[src/rtl/fetch_unit.sv]
// Instruction-fetch stage: issues in-order imem requests, buffers returned words with
// their PCs, and feeds the decoder under stall backpressure and redirect flushes.
module fetch_unit #(
    parameter logic [31:0] RESET_PC  = 32'h0000_0000,
    parameter int unsigned DEPTH     = 4,
    parameter logic [31:0] NOP_INSTR = 32'h0000_0013
) (
    input  logic        clk,
    input  logic        reset,
    output logic        imem_req,
    output logic [31:0] imem_addr,
    input  logic        imem_gnt,
    input  logic        imem_rvalid,
    input  logic [31:0] imem_rdata,
    input  logic        stall,
    input  logic        redirect,
    input  logic [31:0] redirect_pc,
    output logic [31:0] instr,
    output logic [31:0] PC_n,
    output logic        instr_valid
);

    localparam int AW = $clog2(DEPTH);
    localparam int PW = AW + 1;
    typedef logic [PW-1:0] ptr_t;

    logic [31:0] fetch_pc_q, fetch_pc_d;
    ptr_t        head_q, head_d;
    ptr_t        tail_q, tail_d;
    ptr_t        fill_q, fill_d;
    ptr_t        drop_cnt_q, drop_cnt_d;
    logic [DEPTH-1:0] filled_q, filled_d;
    logic [31:0] pc_q   [DEPTH];
    logic [31:0] pc_d   [DEPTH];
    logic [31:0] data_q [DEPTH];
    logic [31:0] data_d [DEPTH];

    ptr_t        entries;
    ptr_t        unfilled;
    logic [PW:0] occupancy;
    logic [AW-1:0] hidx, tidx, fidx;
    logic        head_filled;
    logic        accept;
    logic        pop;
    logic        rsp_drop;
    logic        rsp_fill;
    logic        unused_pc_lsbs;

    // Pointers carry one extra wrap bit so a full buffer is distinguishable from empty.
    assign entries   = tail_q - head_q;
    assign unfilled  = tail_q - fill_q;
    assign occupancy = {1'b0, entries} + {1'b0, drop_cnt_q};
    assign hidx      = head_q[AW-1:0];
    assign tidx      = tail_q[AW-1:0];
    assign fidx      = fill_q[AW-1:0];
    assign unused_pc_lsbs = ^redirect_pc[1:0];

    assign head_filled = (entries != '0) && filled_q[hidx];
    assign instr_valid = reset && head_filled;
    assign instr       = instr_valid ? data_q[hidx] : NOP_INSTR;
    assign PC_n        = instr_valid ? pc_q[hidx]   : 32'h0;

    // Slots still owed a response from a flushed stream count against capacity.
    assign imem_req  = reset && !redirect && (occupancy < (PW+1)'(DEPTH));
    assign imem_addr = fetch_pc_q;

    assign accept   = imem_req && imem_gnt;
    assign pop      = instr_valid && !stall;
    assign rsp_drop = imem_rvalid && (drop_cnt_q != '0);
    assign rsp_fill = imem_rvalid && (drop_cnt_q == '0) && (unfilled != '0);

    always_comb begin
        fetch_pc_d = fetch_pc_q;
        head_d     = head_q;
        tail_d     = tail_q;
        fill_d     = fill_q;
        drop_cnt_d = drop_cnt_q;
        filled_d   = filled_q;
        pc_d       = pc_q;
        data_d     = data_q;

        if (redirect) begin
            // Every unfilled slot becomes a response to discard, less one arriving now.
            fetch_pc_d = {redirect_pc[31:2], 2'b00};
            head_d     = '0;
            tail_d     = '0;
            fill_d     = '0;
            filled_d   = '0;
            drop_cnt_d = drop_cnt_q + unfilled - ptr_t'(rsp_drop || rsp_fill);
        end else begin
            if (accept) begin
                pc_d[tidx]     = fetch_pc_q;
                filled_d[tidx] = 1'b0;
                tail_d         = tail_q + ptr_t'(1);
                fetch_pc_d     = fetch_pc_q + 32'd4;
            end
            if (rsp_drop) begin
                drop_cnt_d = drop_cnt_q - ptr_t'(1);
            end
            if (rsp_fill) begin
                data_d[fidx]   = imem_rdata;
                filled_d[fidx] = 1'b1;
                fill_d         = fill_q + ptr_t'(1);
            end
            if (pop) begin
                head_d = head_q + ptr_t'(1);
            end
        end
    end

    always_ff @(posedge clk) begin
        if (!reset) begin
            fetch_pc_q <= RESET_PC;
            head_q     <= '0;
            tail_q     <= '0;
            fill_q     <= '0;
            drop_cnt_q <= '0;
            filled_q   <= '0;
        end else begin
            fetch_pc_q <= fetch_pc_d;
            head_q     <= head_d;
            tail_q     <= tail_d;
            fill_q     <= fill_d;
            drop_cnt_q <= drop_cnt_d;
            filled_q   <= filled_d;
        end
    end

    always_ff @(posedge clk) begin
        pc_q   <= pc_d;
        data_q <= data_d;
    end

    always_ff @(posedge clk) begin
        if (reset && imem_rvalid) begin
            assert (drop_cnt_q != '0 || unfilled != '0)
                else $error("fetch_unit: imem_rvalid with no outstanding request");
        end
    end

endmodule

[config.mk]
export PLATFORM = sky130hd
export DESIGN_NAME = fetch_unit
export DESIGN_NICKNAME = d
export VERILOG_FILES = /design/src/rtl/fetch_unit.sv
export SDC_FILE = /design/constraint.sdc
export NUM_CORES = 1
export LEC_CHECK = 0
export BUFFER_PORTS_ARGS = -buffer_cell sky130_fd_sc_hd__buf_2
export CAP_MARGIN = 40
export CORE_MARGIN = 1.5
export CORE_UTILIZATION = 55
export DETAILED_ROUTE_END_ITERATION = 7
export PLACE_DENSITY = 0.77
export RECOVER_POWER = 100
export SETUP_SLACK_MARGIN = 0.3
export SYNTH_ARGS = -nofsm -noshare
export SYNTH_HDL_FRONTEND = slang
export SYNTH_SLANG_ARGS = --single-unit
[constraint.sdc]
create_clock -name clk -period 5.49 [get_ports clk]
set_clock_uncertainty 0.15 [all_clocks]
set_input_delay 0 -clock clk [delete_from_list [all_inputs] [get_ports clk]]
set_output_delay 0 -clock clk [all_outputs]
set_load 0.05 [all_outputs]
# [Word-level counts from Yosys, hierarchy flattened]
# Cells that the tools add are included.
[word_totals] reg_bits=304 word_cells=96 rom_bits=0 mem_bits_rw=0 n_memories=0 latch_bits=0
[classes] n_eq_ne=0 mux=27 n_lt_le_gt_ge=11 n_shift=0 reduce_logical=25 add_sub_neg=10 bitwise=8 multipliers=0 n_div=0
[ops] operator="2-to-1 mux 32 bit" count=10
[ops] operator="bitwise mux 128 bit" count=2
[ops] operator="binary-select mux 32 bit (select 2 bit)" count=2
[ops] operator="demux 32 bit (select 2 bit)" count=2
[ops] operator="adder 32 x 3 -> 32 bit (second input constant)" count=1
[ops] operator="logical AND 1 bit" count=13
[ops] operator="2-to-1 mux 4 bit" count=3
[ops] operator="adder 3 x 1 -> 3 bit (second input constant)" count=3
[ops] operator="greater-or-equal comparator 3 bit (second input constant)" count=3
[ops] operator="less-than comparator 2 x 3 -> 1 bit (second input constant)" count=3
[ops] operator="inverter 2 -> 3 bit" count=3
[ops] operator="nonzero test 3 bit" count=3
[ops] operator="less-than comparator 3 x 1 -> 1 bit (second input constant)" count=2
[ops] operator="2-to-1 mux 3 bit" count=2
[ops] operator="subtractor 3 bit" count=2
[ops] operator="adder 3 x 3 -> 4 bit" count=1
[ops] operator="bitwise AND 4 bit" count=1
[ops] operator="demux 1 bit (select 2 bit)" count=2
[ops] operator="greater-or-equal comparator 2 x 1 -> 1 bit (second input constant)" count=2
[ops] operator="less-than comparator 4 x 3 -> 1 bit (second input constant)" count=1
[ops] operator="inverter 4 bit" count=1
[ops] operator="OR 4 bit" count=1
[ops] operator="AND reduction 2 bit" count=2
[ops] operator="nonzero test 2 bit" count=2
[ops] operator="10 further kinds" count=14

# [Depth between registers and ports, before layout]
# Gate-level depths: netlist of run 1.
[depth] depth_word=10 mapped_depth=16

# [Worst setup path after synthesis of run 1]
# No wires, ideal clock.
[synth_timing] kind="register to register" startpoint="register head_q[1]" endpoint="register pc_q[100] (netlist bit) (enable)" required_ns=4.955 stages_incl_launch_ff=13 slack_ns=1.526 arrival_time_ns=3.429 path_buffers=4 cell_sequence="dfxtp_1 clkbuf_1 clkbuf_1 inv_1 fa_1 xnor3_1 ha_1 nor2_1 and3_1 buf_4 buf_4 nand2_1 inv_1"
[synth_between] elab_chain_cells=6
[synth_lines] item="start, declared" line="28" source="ptr_t head_q, head_d;"
[synth_lines] item="start signal, assigned" line="114" source="head_q <= '0;"
[synth_lines] item="start signal, assigned" line="121" source="head_q <= head_d;"
[synth_lines] item="subtractor 3 bit" line="50" source="assign entries = tail_q - head_q;"
[synth_lines] item="adder 3 x 3 -> 4 bit" line="52" source="assign occupancy = {1'b0, entries} + {1'b0, drop_cnt_q};"
[synth_lines] item="less-than comparator 4 x 3 -> 1 bit" line="64" source="assign imem_req = reset && !redirect && (occupancy < (PW+1)'(DEPTH));"
[synth_lines] item="logical AND 1 bit" line="64"
[synth_lines] item="logical AND 1 bit" line="67" source="assign accept = imem_req && imem_gnt;"
[synth_lines] item="AND reduction 2 bit (no line)"
[synth_lines] item="end signal, assigned" line="130" source="pc_q <= pc_d;"
[synth_lines] item="end, declared" line="33" source="logic [31:0] pc_q [DEPTH];"
# Every way passes these cells.
# A chain may end at the register's enable or synchronous reset.

# [Worst setup path in the final report of run 1]
[layout_timing] startpoint="register head_q[0]" endpoint="register pc_q[87] (netlist bit) (enable)"
# Same word-level chain as after synthesis.

==> flow_metrics.py, run 1 <==
metrics = {
    "status": {
        "violations": "design-rule violations, max-capacitance violations, max-slew violations",
        "outcome": "finished with violations",
    },
    "timing": {
        "max_slew.worst_pin.slew_ps": 2100,
        "period_needed_ps": 4870,
        "fmax_ghz": 0.205,
        "rsz0062_at_grt": "no",
        "period_share": 0.886,
        "fin_setup_tns_ps": 0,
        "relSlewSlack": -0.399,
        "hold_viol": 0,
        "setup_viol": 0,
        "final_max_slew_viol_count": 153,
    },
    "pwr": {
        "ir_drop_v": 0.000297,
        "p_leak_nw": 4.95,
        "p_total_mw": 4.90,
        "p_per_area_nw_per_um2": 324,
    },
    "placed_design": {
        "portBuffers": 161,
        "gp_congestion": 0.796,
        "dpl.cell_count": 1169,
        "placed_area_sq_um": 13400,
        "dpl.hpwl_um": 15800,
    },
    "die": {
        "die_area_sq_um": 23400,
        "die_w_um": 153,
        "die_y_um": 153,
        "coreArea_sq_um": 22000,
        "rows": 54,
        "start_util": 0.563,
        "io_pins": 168,
    },
    "finish": {
        "final_nets": 1107,
        "diodes": 0,
        "nFillCells": 1456,
        "final_core_util": 0.688,
        "multiInputGateArea_sq_um": 3600,
        "regArea_sq_um": 8370,
        "design_area_sq_um": 15100,
        "drive_gt1_frac": 0.163,
        "instances_no_fill": 1318,
        "syn2layout_area_growth_pct": 22.4,
    },
    "logic_synthesis": {
        "synth.most_common_cell": "edfxtp_1",
        "async_reset_ff_frac": 0,
        "synth-seq-area-share": 0.677,
        "synth_seq_cells": 294,
        "ys.warnings.count": 0,
        "synth_cells": 757,
        "synth_area_leaders": "edfxtp_1 (60%), mux4_2 (11%), dfxtp_1 (7.5%), nor2b_1 (3.0%), ha_1 (1.9%)",
        "synth_area_leader_cell": "edfxtp_1",
        "synth_common_cells": "edfxtp_1 (248), mux4_2 (63), nor2b_1 (60)",
        "synth_area_sq_um": 12400,
        "syn_avg_cell_area_sq_um": 16.3,
        "synth_top_area_share": 0.603,
        "yosys_most_used_dff": "edfxtp_1",
        "ys_types": 59,
        "synth_edf_count": 248,
    },
    "worst_setup_path": {
        "start_kind": "flop",
        "crit_required_ps": 5450,
        "path_depth": 10,
        "crit_chain": "ha_1, inv_1, fa_1, xnor3_1, ha_1, nor2_1, and3_1, nand2_1, inv_1, clkbuf_1",
        "cp_num_buf_inv": 3,
        "timing.rr.end": "pc_q[87]",
        "cp-endpoint": "pc_q[87]",
        "cp_slowest_cell": "clkbuf_1",
        "cpPeakStageDelay_ps": 1500,
        "r2r-start": "head_q[0]",
        "crit_family": "buffers and inverters",
        "rrSetupSlack_ps": 620,
        "arrival_ps": 4830,
        "worstPathMaxFanout": 30,
        "path_class": "reg -> reg",
        "rr_worst_depth": 10,
        "cp-end-kind": "flop",
        "crit_path_start": "head_q[0]",
    },
    "route": {
        "ant_nets": 0,
        "drt_first_pass_iters": 8,
        "wl_um": 27700,
        "vias_per_cell": 5.78,
        "wl_per_cell_um": 21.0,
        "drc": 9,
        "drt_iter0_markers": 579,
        "vias": 7622,
    },
    "hold_path": {
        "hp-start": "redirect",
        "holdCritPathClass": "in -> reg",
    },
    "global_route": {
        "overflow": 0,
        "grt_pass1_vias": 7879,
        "grt_pass1_wl_um": 43400,
        "grt_max_degree": 67,
        "grtUsageTotal": 0.240,
        "antenna_found_initial": 0,
    },
    "job": {
        "cap_violations": 4,
    },
    "cts": {
        "htree_levels": 1,
        "cts_root_buf": "clkbuf_16",
        "cts_tree": "yes",
        "postCtsSetupRepairBufs": 0,
        "cts_made_buffers": 29,
        "path_clk_slew_ps": 60,
        "cts.path.max_buffers": 3,
        "clkLatencyLatePin_ps": 540,
        "cts.sinks": 294,
    },
}
-- per-layer routing --
metal / vias to the layer above / wire (um) / GRT usage
met5: - / 0 / 0
met4: 0 / 1240 / 0.109
met3: 90 / 2030 / 0.0403
met2: 341 / 13800 / 0.402
met1: 3751 / 10700 / 0.313
li1: 3440 / - / -
-- worst reg2reg max path: stages, from the launching register on --
cell and delay, ps:
dfxtp_4 680, ha_1 230, inv_1 50, fa_1 360, xnor3_1 200, ha_1 280, nor2_1 320, and3_1 460
nand2_1 130, inv_1 70, clkbuf_1 1500
-- worst min path at each step --
stage / cells past startpoint / slack, ps / to
floorplan: 0 / -50 / data_q[0]
global placement: 1 / 70 / data_q[70]
detailed placement: 1 / 70 / data_q[48]
CTS: 3 / 6 / imem_addr[31]
global route: 4 / 70 / drop_cnt_q[2]
finish: 4 / 40 / drop_cnt_q[2]
-- state kept, by name, indices dropped and copies added, names as in the netlist --
register    cells
data_q        128
tail_q          3
pc_q          120
head_q          3
fill_q          3
filled_q        4
imem_addr      30
drop_cnt_q      3
-- where the power goes --
part           leakage [nW]  internal [mW]  total [mW]  switching [mW]
Sequential             2.63           2.46        2.51          0.0519
Combinational          1.83          0.159       0.380           0.221
Clock                 0.493           1.20        2.01           0.807
Total                  4.95           3.82        4.90            1.08
-- cell families after synthesis --
| kind of cell | Yosys count | share of synthesized area |
|---|---|---|
| other cells | 1 | 0.000304 |
| flops | 294 | 0.677 |
| xor+xnor | 20 | 0.0164 |
| compound gates | 69 | 0.0378 |
| simple gates | 209 | 0.0961 |
| mux | 70 | 0.121 |
| buf+inv | 72 | 0.0274 |
| fa+ha+maj | 22 | 0.0241 |
-- metrics by stage --
step                      hold slack [ps]  worst slack (ps)
after floorplan                     -51.1              1530
after global placement               65.5              1550
after detailed placement             66.4              1490
after CTS                            5.51               944
after global routing                 70.9               309
final                                40.0               623
-- cells in the final DEF, fill, tap and decap left out, drive strengths merged, types with 4 or more instances in the layout --
cell type,n
a21oi,26
a22oi,4
a31oi,6
and2,5
and3,10
and4,4
buf,39
clkbuf,175
clkinv,11
conb,4
dfxtp,46
dlygate4sd3,95
edfxtp,248
ha,19
inv,26
mux2i,7
mux4,63
nand2,35
nand3,27
nand4,5
nor2,31
nor2b,60
nor3,10
nor4,11
o21ai,10
o311ai,5
xnor2,15
-- cell type report --
type | count | share of cell area
multi-input cells | 394 | 0.238
clock buffers | 39 | 0.0573
inverters | 26 | 0.00646
clock inverters | 15 | 0.00886
well taps | 280 | 0.0232
repair buffers | 270 | 0.112
flip-flops and latches | 294 | 0.554
-- repair_timing --
item	in CTS	in global routing
hold buffers	95	0
resized for setup	0	0
hold endpoints to repair	171	0
Power figures use the tool's default switching activity.
==> run 2: changes to the inputs <==
CAP_MARGIN = default   (was 40)
CORE_MARGIN = 1   (was 1.5)
CORE_UTILIZATION = 52   (was 55)
PLACE_DENSITY = 0.76   (was 0.77)
clock period = 4.4 ns   (was 5.49 ns; I/O delays follow)
==> run 2 against run 1 <==
  * The run ends with max-capacitance violations, max-slew violations left
  * Cell count grew 3.0%
  * Power is 25% higher
  * Cell area increased by 0.73%
  * Highest routed layer unchanged
  * Clock power rose by 24%
  * Non-clock buffer count rose by 5
==> flow_metrics.py, run 2 (synthesis gave the netlist of run 1 again) <==
metrics = {
    "status": {
        "outcome": "finished with violations",
        "violations": "max-capacitance violations, max-slew violations",
    },
    "route": {
        "drt_first_pass_iters": 5,
        "vias_per_cell": 5.71,
        "drc": 0,
        "vias": 7751,
        "drt_iter0_markers": 758,
        "wl_per_cell_um": 20.7,
        "ant_nets": 0,
        "wl_um": 28000,
    },
    "timing": {
        "rsz0062_at_grt": "no",
        "relSlewSlack": -0.212,
        "fmax_ghz": 0.246,
        "final_max_slew_viol_count": 132,
        "setup_viol": 0,
        "max_slew.worst_pin.slew_ps": 1820,
        "period_share": 0.926,
        "final.setup.worst_slack_ps": 327,
        "fin_setup_tns_ps": 0,
        "period_needed_ps": 4070,
        "hold_viol": 0,
    },
    "job": {
        "cap_violations": 4,
    },
    "worst_setup_path": {
        "rr_worst_depth": 12,
        "start_kind": "flop",
        "arrival_ps": 4380,
        "cp-end-kind": "flop",
        "crit_required_ps": 4700,
        "path_class": "reg -> reg",
        "worstPathMaxFanout": 11,
    },
    "cts": {
        "htree_levels": 1,
        "cts_root_buf": "clkbuf_16",
        "path_clk_slew_ps": 70,
        "cts_made_buffers": 27,
        "cts_tree": "yes",
        "cts.path.max_buffers": 3,
        "clkLatencyLatePin_ps": 530,
        "cts.sinks": 294,
        "post_cts_resized": 0,
    },
    "die": {
        "io_pins": 168,
        "start_util": 0.528,
        "die_y_um": 156,
        "rows": 56,
        "die_area_sq_um": 24400,
        "die_w_um": 156,
        "coreArea_sq_um": 23400,
    },
    "finish": {
        "largest_reg_flops": 128,
        "nFillCells": 1693,
        "mostFrequentLayoutCell": "edfxtp_1",
        "regArea_sq_um": 8380,
        "drive_gt1_frac": 0.199,
        "top_register": "data_q",
        "final_cell_mix": "edfxtp_1 (248), dlygate4sd3_1 (98), clkbuf_1 (90), mux4_2 (63), nor2b_1 (60)",
        "multiInputGateArea_sq_um": 3620,
        "design_area_sq_um": 15200,
        "final_nets": 1110,
        "syn2layout_area_growth_pct": 23.3,
    },
    "pwr": {
        "p_per_area_nw_per_um2": 401,
        "ir_drop_v": 0.000271,
        "p_leak_nw": 5.07,
    },
    "placed_design": {
        "dp_slack_ps": 740,
        "gp_congestion": 0.805,
        "portBuffers": 161,
        "placed_area_sq_um": 13500,
        "dpl.hpwl_um": 16100,
    },
    "global_route": {
        "grtUsageTotal": 0.233,
        "grt_max_degree": 66,
        "antenna_found_initial": 1,
        "grt_pass1_vias": 7676,
        "grt_pass1_wl_um": 43100,
        "overflow": 0,
    },
    "hold_path": {
        "whs_path_depth": 4,
        "holdCritPathClass": "in -> reg",
    },
}
==> run 2: cell count changes in the layout (fill, tap and decap cells not counted), sizes merged <==
| cell | before | now |
|---|---|---|
| diode | 0 | 1 |
| clkbuf | 175 | 157 |
| clkinv | 11 | 9 |
| bufinv | 2 | 6 |
| clkinvlp | 2 | 6 |
| dlygate4sd3 | 95 | 98 |
| buf | 39 | 49 |
| inv | 26 | 25 |
==> run 2: repair_timing <==
action,in CTS,in global routing
setup buffers,0,2
hold buffers,98,0
hold endpoints to repair,170,0
setup endpoints to repair,0,5
==> run 2: worst max-delay path, cell delays in order (launching register included) <==
cell           delay, ps
dfxtp_1              350
inv_1                160
ha_1                 180
inv_1                 50
fa_1                 360
xnor3_1              300
ha_1                 260
nor2_1               320
and3_1               410
clkbuf_1             520
a32oi_1              220
dlygate4sd3_1        600
a21oi_1              120
==> run 2: per-layer routing <==
metal | global-route usage | vias up | wire length [um]
li1 | - | 3437 | -
met1 | 0.311 | 3842 | 11100
met2 | 0.380 | 375 | 13800
met3 | 0.0425 | 97 | 1990
met4 | 0.0943 | 0 | 1150
met5 | 0 | - | 0
==> run 2: cell type report <==
class | count | share of cell area
Sequential cell | 294 | 0.550
Clock buffer | 29 | 0.0449
Clock inverter | 20 | 0.0173
Tap cell | 319 | 0.0262
Timing Repair Buffer | 275 | 0.117
Multi-Input combinational cell | 394 | 0.238
Antenna cell | 1 | 0.000164
Inverter | 26 | 0.00641
==> run 2: worst paths after layout <==
check / startpoint / end / slack [ps]
setup reg to reg: tail_q[0] / imem_addr[6] / 330
hold / removal: redirect / imem_addr[31] / 30
hold reg to reg: filled_q[3] / filled_q[3] / 310
setup / recovery: tail_q[0] / imem_addr[6] / 330
==> run 2: power breakdown <==
part	total, mW	switching (mW)	internal, mW
clock	2.49	1.02	1.48
combinational	0.472	0.272	0.200
sequential	3.14	0.0661	3.07
==> run 2: per-stage QoR <==
| step | utilization | total power, mW | instances | hold slack (ps) |
|---|---|---|---|---|
| after floorplan | - | 3.46 | 760 | -51.1 |
| after global placement | 0.576 | 3.58 | 1208 | 64.3 |
| after detailed placement | 0.576 | 3.60 | 1208 | 68.0 |
| after CTS | 0.659 | 6.13 | 1355 | 5.23 |
| after global routing | 0.651 | 6.28 | 1358 | 55.1 |
| final | 0.651 | 6.10 | 1358 | 30.5 |
==> run 3: changes to the inputs <==
ABC_AREA = 1   (was default)
==> run 3 against run 2 <==
  * The run now ends clean
  * Register-to-register slack improved by 100 ps
  * Die area rose by 4.5%
  * Routed wire length rose by 10%
  * Sequential share of layout area fell by 1.3 points
  * Worst setup slack improved by 41 ps
  * Critical endpoint is now instr[21]
  * Largest power group unchanged
==> flow_metrics.py, run 3 <==
metrics = {
    "global_route": {
        "grtUsageTotal": 0.243,
        "antenna_found_initial": 0,
        "grt_pass1_wl_um": 49300,
        "grt_pass1_vias": 9575,
        "overflow": 0,
        "grt_max_degree": 125,
    },
    "finish": {
        "mostFrequentLayoutCell": "nor2_1",
        "diodes": 0,
        "top_register": "data_q",
        "final_core_util": 0.641,
        "largest_reg_flops": 128,
        "syn2layout_area_growth_pct": 20.7,
        "design_area_sq_um": 15600,
        "drive_gt1_frac": 0.100,
        "final_cell_mix": "nor2_1 (319), edfxtp_1 (248), nand2_1 (195), o21ai_0 (146), a21oi_1 (98)",
        "final_nets": 1593,
    },
    "pwr": {
        "p_seq_frac": 0.522,
        "ir_drop_v": 0.000221,
        "net-switching-power_mw": 1.38,
        "power_frac_comb": 0.081,
        "p_leak_nw": 5.73,
        "intPower_mw": 4.65,
        "p_per_area_nw_per_um2": 387,
        "swShare": 0.229,
        "clock_power_share": 0.396,
    },
    "logic_synthesis": {
        "ys_types": 38,
        "async_reset_ff_frac": 0,
        "synth_cells": 1273,
        "ys.warnings.count": 0,
        "yosys_most_used_dff": "edfxtp_1",
        "synth.most_common_cell": "nor2_1",
        "synth_area_leaders": "edfxtp_1 (58%), nor2_1 (9.4%), dfxtp_1 (7.1%), nand2_1 (5.7%), o21ai_0 (5.7%)",
        "synth_seq_cells": 294,
        "synth_top_area_share": 0.576,
        "synth-seq-area-share": 0.648,
        "synth_area_leader_cell": "edfxtp_1",
        "synth_common_cells": "nor2_1 (323), edfxtp_1 (248), nand2_1 (195)",
        "synth_area_sq_um": 12900,
        "syn_avg_cell_area_sq_um": 10.1,
        "synth_edf_count": 248,
    },
    "cts": {
        "htree_levels": 1,
        "cts.path.max_buffers": 3,
        "clkLatencyLatePin_ps": 540,
        "cts_root_buf": "clkbuf_16",
        "cts_made_buffers": 29,
        "postCtsSetupRepairBufs": 0,
        "path_clk_slew_ps": 60,
        "cts.sinks": 294,
        "cts_tree": "yes",
    },
    "worst_setup_path": {
        "r2r-start": "tail_q[0]",
        "crit_required_ps": 4250,
        "cp_slowest_cell": "nand2_2",
        "start_kind": "flop",
        "path_class": "reg -> out",
        "arrival_ps": 3880,
        "crit_chain": "buf_4, buf_6, inv_2, o21ai_0, a21oi_1, nand2_2, buf_4, a21oi_1, clkbuf_2",
        "cp-end-kind": "output port",
        "rr_worst_depth": 14,
        "cpPeakStageDelay_ps": 640,
        "crit_path_start": "head_q[0]",
        "worstPathMaxFanout": 73,
    },
    "hold_path": {
        "hp-start": "redirect",
        "holdCritPathClass": "in -> reg",
        "whs_path_depth": 4,
    },
    "status": {
        "outcome": "completed",
    },
    "die": {
        "coreArea_sq_um": 24300,
        "die_area_sq_um": 25500,
        "die_w_um": 160,
        "rows": 57,
        "start_util": 0.531,
        "die_y_um": 160,
        "io_pins": 168,
    },
    "timing": {
        "hold_viol": 0,
        "period_share": 0.916,
        "fin_setup_tns_ps": 0,
        "max_slew.worst_pin.slew_ps": 1230,
        "period_needed_ps": 4030,
        "setup_viol": 0,
        "relSlewSlack": 0.182,
        "rsz0062_at_grt": "yes",
        "whs_ps": 17.1,
        "final.setup.worst_slack_ps": 368,
        "fmax_ghz": 0.248,
        "final_max_slew_viol_count": 0,
    },
    "route": {
        "ant_nets": 0,
        "wl_per_cell_um": 16.8,
        "drt_first_pass_iters": 6,
        "drc": 0,
        "wl_um": 30900,
        "vias": 9871,
        "drt_iter0_markers": 972,
        "vias_per_cell": 5.34,
    },
    "placed_design": {
        "dpl.hpwl_um": 18100,
        "portBuffers": 161,
        "gp_congestion": 0.886,
        "placed_area_sq_um": 13900,
        "dp_slack_ps": 825,
    },
    "job": {
        "cap_violations": 0,
    },
}
==> run 3: cell count changes after synthesis, moves of 24 or more <==
cell | previous run | this run
inv_1 | 25 | 49
mux4_2 | 63 | 0
nor2_1 | 31 | 323
a21oi_1 | 26 | 97
o21ai_0 | 9 | 146
nor2b_1 | 60 | 0
nand2_1 | 34 | 195
==> run 3: power groups by stage <==
| stage | Sequential [mW] | Combinational (mW) | Clock (mW) |
|---|---|---|---|
| after floorplan | 3.24 | 0.264 | 0 |
| after global placement | 3.20 | 0.415 | 0 |
| after detailed placement | 3.21 | 0.432 | 0 |
| after CTS | 3.15 | 0.495 | 2.43 |
| after global routing | 3.16 | 0.545 | 2.54 |
| final | 3.15 | 0.490 | 2.39 |
==> run 3: layout make-up <==
type	instances	area, sq um
clock inverters	18	179
repair buffers	260	1640
clock buffers	35	748
well taps	324	405
fillers	1903	8730
multi-input cells	862	4030
flip-flops and latches	294	8370
inverters	54	211
==> run 3: kinds of logic after synthesis <==
family	count (synthesis)	share of synthesized area
buf+inv	121	0.0425
fa+ha+maj	22	0.0231
xor+xnor	16	0.0108
other cells	1	0.000290
simple gates	561	0.173
flops	294	0.648
compound gates	258	0.102
==> run 3: routing by layer <==
layer,track usage,vias to the layer above,wire (um),part of all wire
met1,0.328,4622,12700,0.41
met2,0.413,422,15100,0.49
met4,0.0682,0,665,0.021
li1,-,4774,-,-
met3,0.0340,53,2460,0.079
met5,0,-,0,0
==> run 3: worst max-delay path: cells and delay by family (launching register included) <==
family          cells  cell delay (ps)
flops               1              340
buf+inv             5             1780
compound gates      3              480
simple gates        1              640
==> run 3: stage by stage <==
stage,instances,power [mW]
final,1847,6.03
after global routing,1847,6.24
after CTS,1846,6.07
after detailed placement,1709,3.64
after global placement,1709,3.62
after floorplan,1276,3.50
==> run 3: path summary, 6_finish.rpt <==
check / to / slack (ps)
worst max register to register: pc_q[7] / 430
worst min register to register: filled_q[1] / 340
worst min-delay path: drop_cnt_q[2] / 20
worst max-delay path: instr[21] / 370
==> run 3: repair_timing <==
item | 4_1_cts | 5_1_grt
hold endpoints to repair | 174 | 0
setup endpoints to repair | 33 | 38
gates cloned | 0 | 1
pin swaps | 0 | 1
hold buffers | 84 | 0
gates resized for setup | 1 | 4
